File: src/rtl/barrel_shift_arbiter.sv
// Round-robin arbiter sharing one combinational barrel shifter among NREQ requesters.
// Latency: accept edge E0, rsp_valid high after E1; earliest next accept at E3 (no overlap).
// Backpressure: rsp_valid/rsp_data/rsp_id hold until rsp_ready; req_ready stays 0 meanwhile.
//
// Ports:
//   clk, rst                  clock, synchronous active-high reset
//   req_valid/req_ready       per-requester handshake (req_ready one-hot or zero)
//   req_data/shift/mode       packed per-requester operands (i at [i*W +: W])
//   sh_data/sh_shift/sh_mode  operands to the external shifter, held from operand regs
//   sh_out                    combinational shifter result
//   rsp_valid/ready/data/id   single response port tagged with requester index
//   busy                      high whenever the FSM is not idle
module barrel_shift_arbiter #(
  parameter int N    = 4,
  parameter int NREQ = 4,
  localparam int IDW = $clog2(NREQ),
  localparam int SW  = $clog2(N)
) (
  input  logic              clk,
  input  logic              rst,
  input  logic [NREQ-1:0]   req_valid,
  output logic [NREQ-1:0]   req_ready,
  input  logic [NREQ*N-1:0] req_data,
  input  logic [NREQ*SW-1:0] req_shift,
  input  logic [NREQ*2-1:0] req_mode,
  output logic [N-1:0]      sh_data,
  output logic [SW-1:0]     sh_shift,
  output logic [1:0]        sh_mode,
  input  logic [N-1:0]      sh_out,
  output logic              rsp_valid,
  input  logic              rsp_ready,
  output logic [N-1:0]      rsp_data,
  output logic [IDW-1:0]    rsp_id,
  output logic              busy
);

  typedef enum logic [1:0] {
    IDLE = 2'd0,
    EXEC = 2'd1,
    RESP = 2'd2
  } state_t;

  state_t state, state_nxt;

  logic [IDW-1:0] rr_ptr;
  logic [IDW-1:0] grant;
  logic [IDW-1:0] ptr_nxt;
  logic           grant_vld;
  logic           accept;
  logic [IDW:0]   cand_sum;
  logic [IDW:0]   ptr_sum;

  logic [N-1:0]   op_data;
  logic [SW-1:0]  op_shift;
  logic [1:0]     op_mode;
  logic [IDW-1:0] id_r;

  logic [N-1:0]   sel_data;
  logic [SW-1:0]  sel_shift;
  logic [1:0]     sel_mode;

  // Rotating priority search starting at rr_ptr. The extra sum bit lets the
  // wrap be a single compare-and-subtract, which also works for non power-of-2 NREQ.
  always_comb begin
    grant_vld = 1'b0;
    grant     = '0;
    cand_sum  = '0;
    for (int k = 0; k < NREQ; k++) begin
      cand_sum = {1'b0, rr_ptr} + (IDW+1)'(k);
      if (cand_sum >= (IDW+1)'(NREQ)) cand_sum = cand_sum - (IDW+1)'(NREQ);
      if (!grant_vld && req_valid[cand_sum[IDW-1:0]]) begin
        grant_vld = 1'b1;
        grant     = cand_sum[IDW-1:0];
      end
    end
  end

  // Pointer moves to the requester just after the winner.
  always_comb begin
    ptr_sum = {1'b0, grant} + (IDW+1)'(1);
    ptr_nxt = ptr_sum[IDW-1:0];
    if (ptr_sum >= (IDW+1)'(NREQ)) ptr_nxt = '0;
  end

  // Operand mux for the granted requester.
  always_comb begin
    sel_data  = '0;
    sel_shift = '0;
    sel_mode  = '0;
    for (int i = 0; i < NREQ; i++) begin
      if (grant == IDW'(i)) begin
        sel_data  = req_data[i*N +: N];
        sel_shift = req_shift[i*SW +: SW];
        sel_mode  = req_mode[i*2 +: 2];
      end
    end
  end

  always_ff @(posedge clk) begin
    if (rst) state <= IDLE;
    else     state <= state_nxt;
  end

  // Grant is only offered in IDLE and never while reset is asserted, so a
  // handshake can only complete when the FSM will actually take it.
  always_comb begin
    state_nxt = state;
    req_ready = '0;
    accept    = 1'b0;
    case (state)
      IDLE: begin
        if (grant_vld && !rst) begin
          req_ready[grant] = 1'b1;
          accept           = 1'b1;
          state_nxt        = EXEC;
        end
      end
      EXEC:    state_nxt = RESP;
      RESP:    if (rsp_ready) state_nxt = IDLE;
      default: state_nxt = IDLE;
    endcase
  end

  always_ff @(posedge clk) begin
    if (rst) begin
      rr_ptr    <= '0;
      op_data   <= '0;
      op_shift  <= '0;
      op_mode   <= '0;
      id_r      <= '0;
      rsp_valid <= 1'b0;
      rsp_data  <= '0;
      rsp_id    <= '0;
    end else begin
      if (accept) begin
        op_data  <= sel_data;
        op_shift <= sel_shift;
        op_mode  <= sel_mode;
        id_r     <= grant;
        rr_ptr   <= ptr_nxt;
      end
      if (state == EXEC) begin
        rsp_data  <= sh_out;
        rsp_id    <= id_r;
        rsp_valid <= 1'b1;
      end
      if (state == RESP && rsp_ready) rsp_valid <= 1'b0;
    end
  end

  assign sh_data  = op_data;
  assign sh_shift = op_shift;
  assign sh_mode  = op_mode;
  assign busy     = (state != IDLE);

endmodule

File: config.mk
export PLATFORM = sky130hd
export DESIGN_NAME = barrel_shift_arbiter
export DESIGN_NICKNAME = d
export VERILOG_FILES = /design/src/rtl/barrel_shift_arbiter.sv
export SDC_FILE = /design/constraint.sdc
export NUM_CORES = 1
export LEC_CHECK = 0
export CAP_MARGIN = 5
export CORE_AREA = 3 3 49 73
export CTS_BUF_LIST = sky130_fd_sc_hd__clkbuf_16
export CTS_CLUSTER_DIAMETER = 150
export CTS_CLUSTER_SIZE = 25
export DETAILED_ROUTE_END_ITERATION = 7
export DIE_AREA = 0 0 52 76
export GPL_TIMING_DRIVEN = 0
export PLACE_DENSITY = 0.84
export SETUP_SLACK_MARGIN = 0.2
export SLEW_MARGIN = 20
export SYNTH_ARGS = -nofsm -noshare
export SYNTH_HDL_FRONTEND = slang
export SYNTH_SLANG_ARGS = --single-unit
File: constraint.sdc
create_clock -name clk -period 2.6 [get_ports clk]
set_input_delay 0.52 -clock clk [delete_from_list [all_inputs] [get_ports clk]]
set_output_delay 0.52 -clock clk [all_outputs]
set_load 0.005 [all_outputs]
==> results.yml, run 1 <==
status:
  status: "finished clean"
place:
  dpl.hpwl_mm: 2.70
  dp.cells: 228
  io_buffers: 62
  gp_congestion: 0.758
clocking:
  clock_latency_ps: 250
  cts.clk_slew.worst_paths_ps: 60
  htree_levels: 1
  cts_tree: "yes"
  cts_buffer_depth: 2
  cts_made_buffers: 3
  cts.sinks: 21
  cts_root_buf: "clkbuf_16"
  ctsHoldBuffers: 0
global_route:
  antenna_found_initial: 0
  grt_max_degree: 12
  grt_overflow: 0
  grt_use_total_pct: 20.0
  grt_pass1_vias: 1323
  grt_pass1_wl_mm: 6.09
synth:
  netlist_instances: 127
  synth_nets: 174
  ys_warn_count: 0
  yosys.area.top_type: "dfxtp_1"
  synth_area_leaders: "dfxtp_1 38%, mux2i_1 7.3%, a221oi_1 7.1%"
  ys_ff_latch: 21
  yosysUniqueCellTypes: 31
  syn_area_um2: 1100
  synth.avg_cell_area_um2: 8.69
  ys_seq_area_share_pct: 38.1
  synth_top_area_share_pct: 38.1
worst_setup_path:
  worstPathArrival_ps: 2480
  cp_top_family: "simple AND/OR/NAND/NOR gates"
  timing.critical_path.buf_inv: 1
  crit_chain: "mux2i_1, nor2_2, or3_4, ha_4, or2_1, clkbuf_2, a221oi_1, or3_1, a21oi_1"
  worstRegToRegCells: 9
  crit_type: "register to register"
  cp-startpoint: "rr_ptr[1]"
  crit_cells: 9
  cp-end-kind: "register"
  slowest_delay_ps: 430
  start_kind: "register"
  cp_slowest_cell: "or3_4"
  critPathMaxFanout: 8
  reg2reg_from: "rr_ptr[1]"
  required_ps: 2720
finish:
  final_nets: 251
  diodes: 0
  multi_input_area_um2: 769
  layoutNonFillerInstCount: 242
  fillers: 197
  layout_commonest_cell: "clkdlybuf4s50_1"
  seq_area_um2: 428
  drive_gt1_share_pct: 27.1
  syn2layout_area_growth_pct: 88.0
  layout_common_cells: "54 x clkdlybuf4s50_1, 19 x dfxtp_1, 10 x a21oi_1, 10 x buf_4, 9 x nand2_1"
floorplanning:
  row_count: 24
  die_w_um: 52
  fp.dieH_um: 76
  core_area_um2: 2970
  start_util_pct: 37.1
  dieArea_um2: 3950
  io_pins: 63
timing:
  fmax_mhz: 423
  setup_viol: 0
  period_share_pct: 90.9
  layout_min_cycle_time_ps: 2360
  tns_ps: 0
  rsz0062_at_grt: "yes"
  clock_skew_ps: 4.07
  slew_headroom_pct: 65.0
  max_slew.worst_pin.slew_ps: 524
  drv_slew: 0
  finalHoldViolations: 0
pwr:
  peakVddDrop_mv: 0.398
  power.density_nw_per_um2: 661
  p_leak_nw: 0.824
route:
  drcViolationCount: 0
  routed_wl_mm: 3.98
  drt-pass1-iter-count: 4
  post_drt_wl_per_cell_um: 16.5
  ant_nets: 0
  via_count: 1287
  dr.first_iter.drc_count: 16
  vias_per_cell: 5.32
min_path:
  hold_depth: 2
  holdCritStartpoint: "sh_shift[1]"
  hold_path_class: "register to register"
flow_run:
  cap_viol_max_count: 0
-- what timing repair did --
item | CTS | global route
setup endpoints to repair | 12 | 10
buffers inserted | 10 | 0
resized for setup | 58 | 16
cloned | 0 | 0
pin swaps | 11 | 3
-- cell usage after synthesis --
| cell type | instances |
|---|---|
| o21ai_1 | 1 |
| nor3_1 | 1 |
| or4_4 | 1 |
| nand2_1 | 9 |
| clkbuf_1 | 6 |
| nand3b_1 | 1 |
| nand2b_1 | 3 |
| and2_1 | 3 |
| or2_1 | 1 |
| mux2i_1 | 8 |
| a21oi_1 | 11 |
| a221oi_1 | 9 |
| nor3b_1 | 1 |
| inv_1 | 4 |
| nor2_1 | 10 |
| a21o_1 | 1 |
| a2bb2oi_1 | 1 |
| o31a_1 | 1 |
| nor2b_1 | 3 |
| buf_2 | 1 |
| or2_4 | 2 |
| inv_2 | 1 |
| ha_1 | 4 |
| o22ai_1 | 8 |
| nor4_2 | 1 |
| a21oi_2 | 1 |
| dfxtp_1 | 21 |
| or3_1 | 9 |
| clkinv_1 | 1 |
| buf_6 | 1 |
| o32ai_1 | 2 |
-- worst min-delay path, stage by stage (launching register included) --
cell and delay (ps):
dfxtp_1 310, nand2_1 50, a21oi_1 50
-- logic make-up after synthesis --
kind of cell,count (synthesis),synth area share [%]
AO/OA/AOI/OAI,35,21.8
adder cells (fa/ha/maj),4,4.54
buffers and inverters,14,5.55
flip-flops,21,38.1
multiplexers,8,7.26
AND/OR/NAND/NOR,45,22.8
-- state kept, by name (all words and copies together), names as in the netlist --
name / cells
rsp_data: 4
sh_data: 4
id_r: 2
rr_ptr: 2
rsp_id: 2
sh_mode: 2
sh_shift: 2
state: 2
rsp_valid: 1
-- layer usage --
metal	vias to the layer above	routed length (um)	GRT usage (%)	share of wire, %
met1	594	1420	20.9	36
met3	11	225	2.74	5.7
met2	68	2210	36.5	56
met5	-	0	0	0
li1	614	-	-	-
met4	0	117	9.97	2.9
-- report_power, final --
part | internal (mW) | switching [mW] | leakage (nW)
logic | 0.358 | 0.281 | 0.608
registers | 0.376 | 0.0384 | 0.174
clock network | 0.205 | 0.113 | 0.0423
total | 0.939 | 0.432 | 0.824
-- metrics by stage --
stage / power, mW / hold slack (ps) / utilization [%] / area (um^2) / setup WS [ps]
3_3_place_gp: 0.867 / 443 / 59.6 / 1770 / -811
6_report: 1.37 / 458 / 69.8 / 2070 / 235
3_5_place_dp: 0.885 / 450 / 59.6 / 1770 / -891
5_1_grt: 1.44 / 486 / 69.8 / 2070 / 130
4_1_cts: 1.30 / 461 / 68.2 / 2030 / 183
2_1_floorplan: 0.666 / 450 / - / 1100 / 220
-- final timing paths --
| path | to | slack [ps] |
|---|---|---|
| worst min register to register | sh_shift[1] | 460 |
| worst max register to register | sh_shift[1] | 240 |
| worst min-delay path | sh_shift[1] | 460 |
| worst max-delay path | sh_shift[1] | 240 |
-- area by class of cell --
type,instances,area share (%)
buffer,8,2.59
clock buffer,3,3.62
clock inverter,1,0.181
inverter,6,1.33
multi-input combinational,92,37.1
sequential,21,20.6
tap,39,2.35
timing repair buffer,72,32.2
Power figures use the tool's default switching activity.
==> run 2: changes to the inputs <==
--- a/config.mk
+++ b/config.mk
@@ -6,16 +6,16 @@
 export NUM_CORES = 1
 export LEC_CHECK = 0
 export CAP_MARGIN = 5
-export CORE_AREA = 3 3 49 73
+export CORE_AREA = 3 3 51 76
 export CTS_BUF_LIST = sky130_fd_sc_hd__clkbuf_16
 export CTS_CLUSTER_DIAMETER = 150
 export CTS_CLUSTER_SIZE = 25
 export DETAILED_ROUTE_END_ITERATION = 7
-export DIE_AREA = 0 0 52 76
+export DIE_AREA = 0 0 54 79
 export GPL_TIMING_DRIVEN = 0
-export PLACE_DENSITY = 0.84
+export PLACE_DENSITY = 0.81
 export SETUP_SLACK_MARGIN = 0.2
-export SLEW_MARGIN = 20
+export SLEW_MARGIN = 30
 export SYNTH_ARGS = -nofsm -noshare
 export SYNTH_HDL_FRONTEND = slang
 export SYNTH_SLANG_ARGS = --single-unit
==> constraint.sdc (replaced) <==
create_clock -name clk -period 2 [get_ports clk]
set_input_delay 0.4 -clock clk [delete_from_list [all_inputs] [get_ports clk]]
set_output_delay 0.4 -clock clk [all_outputs]
set_load 0.005 [all_outputs]
==> results.yml, run 2 (synthesis gave the netlist of run 1 again) <==
status:
  status: "finished with violations"
  violations: "negative setup slack"
timing:
  finalHoldViolations: 0
  setup_viol: 12
  slew_headroom_pct: 63.0
  max_slew.worst_pin.slew_ps: 555
  fmax_mhz: 423
  tns_ps: -3220
  worst_slack_ps: -367
  period_share_pct: 118
  layout_min_cycle_time_ps: 2370
  clock_skew_ps: 2.38
  drv_slew: 0
  rsz0062_at_grt: "yes"
min_path:
  holdCritStartpoint: "sh_shift[0]"
  hold_path_class: "register to register"
  holdPathEnd: "sh_shift[0]"
  hold_depth: 2
flow_run:
  cap_viol_max_count: 0
finish:
  final_util_pct: 71.6
  layout_common_cells: "54 x clkdlybuf4s50_1, 19 x dfxtp_1, 15 x buf_4"
  design_area_um2: 2310
  layout_commonest_cell: "clkdlybuf4s50_1"
  syn2layout_area_growth_pct: 109
  diodes: 0
  drive_gt1_share_pct: 37.2
  final_nets: 263
route:
  post_drt_wl_per_cell_um: 17.3
  ant_nets: 0
  routed_wl_mm: 4.40
  via_count: 1369
  drcViolationCount: 0
  met2WireLength_mm: 2.31
  routed.top_layer: "met4"
  wl_met1_mm: 1.66
  drt-pass1-iter-count: 4
  dr.first_iter.drc_count: 19
  vias_per_cell: 5.37
  dr_wl_met3_um: 239
global_route:
  grt_overflow: 0
  grt_pass1_wl_mm: 6.47
  grt_pass1_vias: 1393
  antenna_found_initial: 0
  grt_max_degree: 12
  grt_use_total_pct: 20.3
worst_setup_path:
  rr_endpoint: "sh_shift[0]"
  worstPathArrival_ps: 2550
  start_kind: "register"
  worstRegToRegCells: 12
  cp_slowest_cell: "or3_1"
  crit_chain: "clkinv_4, a2bb2oi_4, o32ai_4, nor3_4, ha_2, clkbuf_8, buf_8, nor2b_4, buf_4, a221oi_2, or3_1, a21oi_1"
  cp-end-kind: "register"
  rrSetupSlack_ps: -370
  reg2reg_from: "rr_ptr[0]"
  slowest_delay_ps: 410
  crit_type: "register to register"
  required_ps: 2180
  critPathMaxFanout: 6
  cp_top_family: "simple AND/OR/NAND/NOR gates"
  timing.critical_path.buf_inv: 4
place:
  io_buffers: 62
  gp_congestion: 0.791
  place_area_um2: 1840
  dpl.hpwl_mm: 2.88
  pre_cts_ws_ps: -1070
floorplanning:
  die_w_um: 54
  dieArea_um2: 4270
  row_count: 25
  io_pins: 63
  fp.dieH_um: 79
  start_util_pct: 34.3
  core_area_um2: 3220
clocking:
  cts.clk_slew.worst_paths_ps: 60
  cts_made_buffers: 3
  htree_levels: 1
  clock_latency_ps: 250
  cts_tree: "yes"
  cts_root_buf: "clkbuf_16"
  cts.sinks: 21
  cts_buffer_depth: 2
pwr:
  p_leak_nw: 0.918
  power.density_nw_per_um2: 890
  peakVddDrop_mv: 0.602
  p_total_mw: 2.05
==> run 2: worst max path at each step <==
stage,to,slack [ps],cells past startpoint,start
CTS,sh_shift[1],-260,11,rr_ptr[0]
detailed placement,req_ready[1],-1070,8,req_valid[1]
finish,sh_shift[0],-370,12,rr_ptr[0]
global route,sh_data[1],-410,12,rr_ptr[0]
global placement,req_ready[1],-1050,8,req_valid[1]
floorplan,sh_data[1],-60,9,rr_ptr[1]
==> run 2: worst reg2reg max path: cells and delay by family (launching register included) <==
family / cells / cell delay, ps
flops: 1 / 370
buf+inv: 4 / 480
compound gates: 4 / 520
simple gates: 3 / 710
fa+ha+maj: 1 / 200
==> run 2: what timing repair did <==
| item | 4_1_cts | 5_1_grt |
|---|---|---|
| pin swaps | 17 | 7 |
| resized for setup | 68 | 17 |
| buffers inserted | 15 | 7 |
| endpoints found under the setup margin | 15 | 12 |
| hold buffers | 0 | 0 |
==> run 2: per-layer routing <==
metal  vias to the layer above  global-route usage [%]
met4                         0                    12.7
met1                       633                    22.4
met2                        75                    35.6
li1                        640                       -
met5                         -                       0
met3                        21                    1.69
==> run 2: final cells by class <==
type | count | area (um^2)
multi-input combinational | 92 | 863
clock buffer | 3 | 75.1
fill | 211 | 915
timing repair buffer | 84 | 788
inverter | 6 | 31.3
buffer | 8 | 70.1
clock inverter | 1 | 3.75
sequential | 21 | 425
tap | 40 | 50.0
==> run 2: per-stage QoR <==
stage	std cells	hold WS, ps
2_1_floorplan	127	450
3_3_place_gp	229	445
3_5_place_dp	229	448
4_1_cts	248	455
5_1_grt	255	477
6_report	255	456
==> run 2: power breakdown <==
group / switching, mW / leakage (nW) / total (mW) / internal, mW
clock: 0.151 / 0.0423 / 0.417 / 0.266
sequential: 0.0496 / 0.174 / 0.537 / 0.488
combinational: 0.451 / 0.702 / 1.10 / 0.647
==> run 3: changes to the inputs <==
--- a/config.mk
+++ b/config.mk
@@ -5,15 +5,15 @@
 export SDC_FILE = /design/constraint.sdc
 export NUM_CORES = 1
 export LEC_CHECK = 0
+export ABC_AREA = 1
 export CAP_MARGIN = 5
-export CORE_AREA = 3 3 51 76
+export CORE_AREA = 3 3 54 81
 export CTS_BUF_LIST = sky130_fd_sc_hd__clkbuf_16
 export CTS_CLUSTER_DIAMETER = 150
-export CTS_CLUSTER_SIZE = 25
 export DETAILED_ROUTE_END_ITERATION = 7
-export DIE_AREA = 0 0 54 79
+export DIE_AREA = 0 0 57 84
 export GPL_TIMING_DRIVEN = 0
-export PLACE_DENSITY = 0.81
+export PLACE_DENSITY = 0.82
 export SETUP_SLACK_MARGIN = 0.2
 export SLEW_MARGIN = 30
 export SYNTH_ARGS = -nofsm -noshare
==> results.yml, run 3 <==
status:
  status: "finished with violations"
  violations: "negative setup slack"
finish:
  design_area_um2: 2820
  drive_gt1_share_pct: 39.2
  layout_common_cells: "54 x clkdlybuf4s50_1, 52 x nand2_1, 28 x buf_4"
  syn2layout_area_growth_pct: 107
  final_util_pct: 75.9
  layout_commonest_cell: "clkdlybuf4s50_1"
  diodes: 0
  final_nets: 377
synth:
  synth_edf_count: 0
  ys_async_sr_fraction_pct: 0
  ys_warn_count: 0
  syn_area_um2: 1370
  ys_seq_area_share_pct: 30.8
  ys_ff_latch: 21
  synth.avg_cell_area_um2: 6.32
  yosysUniqueCellTypes: 22
  synthSimpleGateAreaFrac_pct: 40.1
  synth_top_area_share_pct: 30.8
  synth-adder-area-share_pct: 3.67
  synth_ff_type: "dfxtp_1"
  netlist_instances: 216
  synth_nets: 263
  synth_most_common_cell: "nand2_1"
  synthXorXnorAreaFrac_pct: 0
  synth_area_leaders: "dfxtp_1 31%, nand2_1 20%, o21ai_0 9.5%"
  yosys.area.top_type: "dfxtp_1"
  synth-compound-area-share_pct: 15.2
  synth_top_family_by_area: "simple AND/OR/NAND/NOR gates"
  synth_commonest_cells: "71 x nand2_1, 26 x o21ai_0, 21 x dfxtp_1, 21 x nor2_1"
  synthMuxAreaShare_pct: 0
route:
  dr.first_iter.drc_count: 62
  drcViolationCount: 0
  routed_wl_mm: 5.65
  post_drt_wl_per_cell_um: 15.2
  vias_per_cell: 5.14
  drt-pass1-iter-count: 4
  ant_nets: 0
  via_count: 1911
global_route:
  grt_use_total_pct: 22.2
  grt_pass1_wl_mm: 8.44
  antenna_found_initial: 0
  grt_max_degree: 13
  grt_pass1_vias: 1880
  grt_overflow: 0
pwr:
  p_total_mw: 4.94
  peakVddDrop_mv: 1.48
  pwr-share-clk_pct: 8.5
  p_sw_share_pct: 43.5
  p_leak_nw: 1.30
  power.density_nw_per_um2: 1750
  internal_power_mw: 2.79
  pwr-share-seq_pct: 13.1
  p_sw_mw: 2.15
  power_frac_comb_pct: 78.3
timing:
  layout_min_cycle_time_ps: 2690
  fmax_mhz: 372
  whs_ps: 470
  drv_slew: 0
  clock_skew_ps: 2.53
  setup_viol: 14
  finalHoldViolations: 0
  period_share_pct: 134
  worst_slack_ps: -689
  rsz0062_at_grt: "yes"
  max_slew.worst_pin.slew_ps: 429
  slew_headroom_pct: 71.3
floorplanning:
  io_pins: 63
  row_count: 27
  dieArea_um2: 4790
  start_util_pct: 36.7
  die_w_um: 57
  core_area_um2: 3720
  fp.dieH_um: 84
worst_setup_path:
  crit_type: "register to primary output"
  worstPathArrival_ps: 2290
  reg2reg_from: "rr_ptr[0]"
  cp-startpoint: "rr_ptr[0]"
  cp-end-kind: "primary output"
  critPathMaxFanout: 7
  required_ps: 1600
  start_kind: "register"
place:
  place_area_um2: 2150
  io_buffers: 62
  gp_congestion: 0.811
  dpl.hpwl_mm: 2.95
  pre_cts_ws_ps: -1160
clocking:
  cts_buffer_depth: 2
  cts.clk_slew.worst_paths_ps: 60
  htree_levels: 1
  cts_tree: "yes"
  cts_made_buffers: 3
  cts_root_buf: "clkbuf_16"
  clock_latency_ps: 250
  cts.sinks: 21
min_path:
  holdCritStartpoint: "sh_data[3]"
  hold_path_class: "register to register"
flow_run:
  cap_viol_max_count: 0
==> run 3: kinds of logic after synthesis <==
family          Yosys count
compound gates           39
buf+inv                  29
fa+ha+maj                 4
simple gates            123
flops                    21
==> run 3: path summary, 6_finish.rpt <==
kind | end | slack (ps) | depth (start not counted)
setup / recovery | req_ready[3] | -690 | 16
hold / removal | sh_data[3] | 470 | 2
setup reg to reg | id_r[1] | -640 | 20
hold reg to reg | sh_data[3] | 470 | 2
==> run 3: stage by stage <==
step,instances,TNS [ps]
after global routing,372,-10320
after floorplan,216,-1090
after detailed placement,321,-11510
final,372,-7900
after global placement,321,-11330
after CTS,369,-6410
==> run 3: layout make-up <==
class | count | area (um^2)
Tap cell | 43 | 53.8
Buffer | 8 | 100
Timing Repair Buffer | 109 | 1020
Sequential cell | 21 | 425
Multi-Input combinational cell | 166 | 1030
Inverter | 21 | 114
Fill cell | 254 | 895
Clock buffer | 3 | 75.1
Clock inverter | 1 | 5.00
==> run 3: repair_timing <==
action | 4_1_cts | 5_1_grt
cloned | 1 | 0
endpoints found under the setup margin | 14 | 17
hold buffers | 0 | 0
gates resized for setup | 67 | 43
pin swaps | 29 | 34
hold endpoints to repair | 0 | 0
setup buffers | 43 | 3
==> run 3: worst max-delay path: stages, from the launching register on <==
cell and delay [ps]:
dfxtp_2 340, buf_6 140, clkinv_8 90, nand2_4 60, nand2_2 60, nand2_2 100
nand2_4 60, nor2_4 170, nand4_1 220, nand2_4 160, inv_4 60, ha_4 160
buf_8 110, buf_8 110, inv_4 40, nor2_2 30, buf_2 140
==> run 3: per-layer routing <==
| layer | vias to the layer above | wire length, um | track usage [%] |
|---|---|---|---|
| met5 | - | 0 | 0 |
| met4 | 0 | 282 | 9.49 |
| met3 | 28 | 234 | 3.87 |
| met2 | 77 | 3160 | 43.3 |
| met1 | 890 | 1970 | 21.6 |
| li1 | 916 | - | - |
==> run 3: power by group through the flow <==
| stage | clock (mW) | combinational, mW | sequential, mW |
|---|---|---|---|
| after floorplan | 0 | 1.62 | 0.632 |
| after CTS | 0.424 | 3.33 | 0.635 |
| after detailed placement | 0 | 2.28 | 0.633 |
| after global placement | 0 | 2.25 | 0.628 |
| after global routing | 0.447 | 4.18 | 0.658 |
| final | 0.422 | 3.87 | 0.647 |
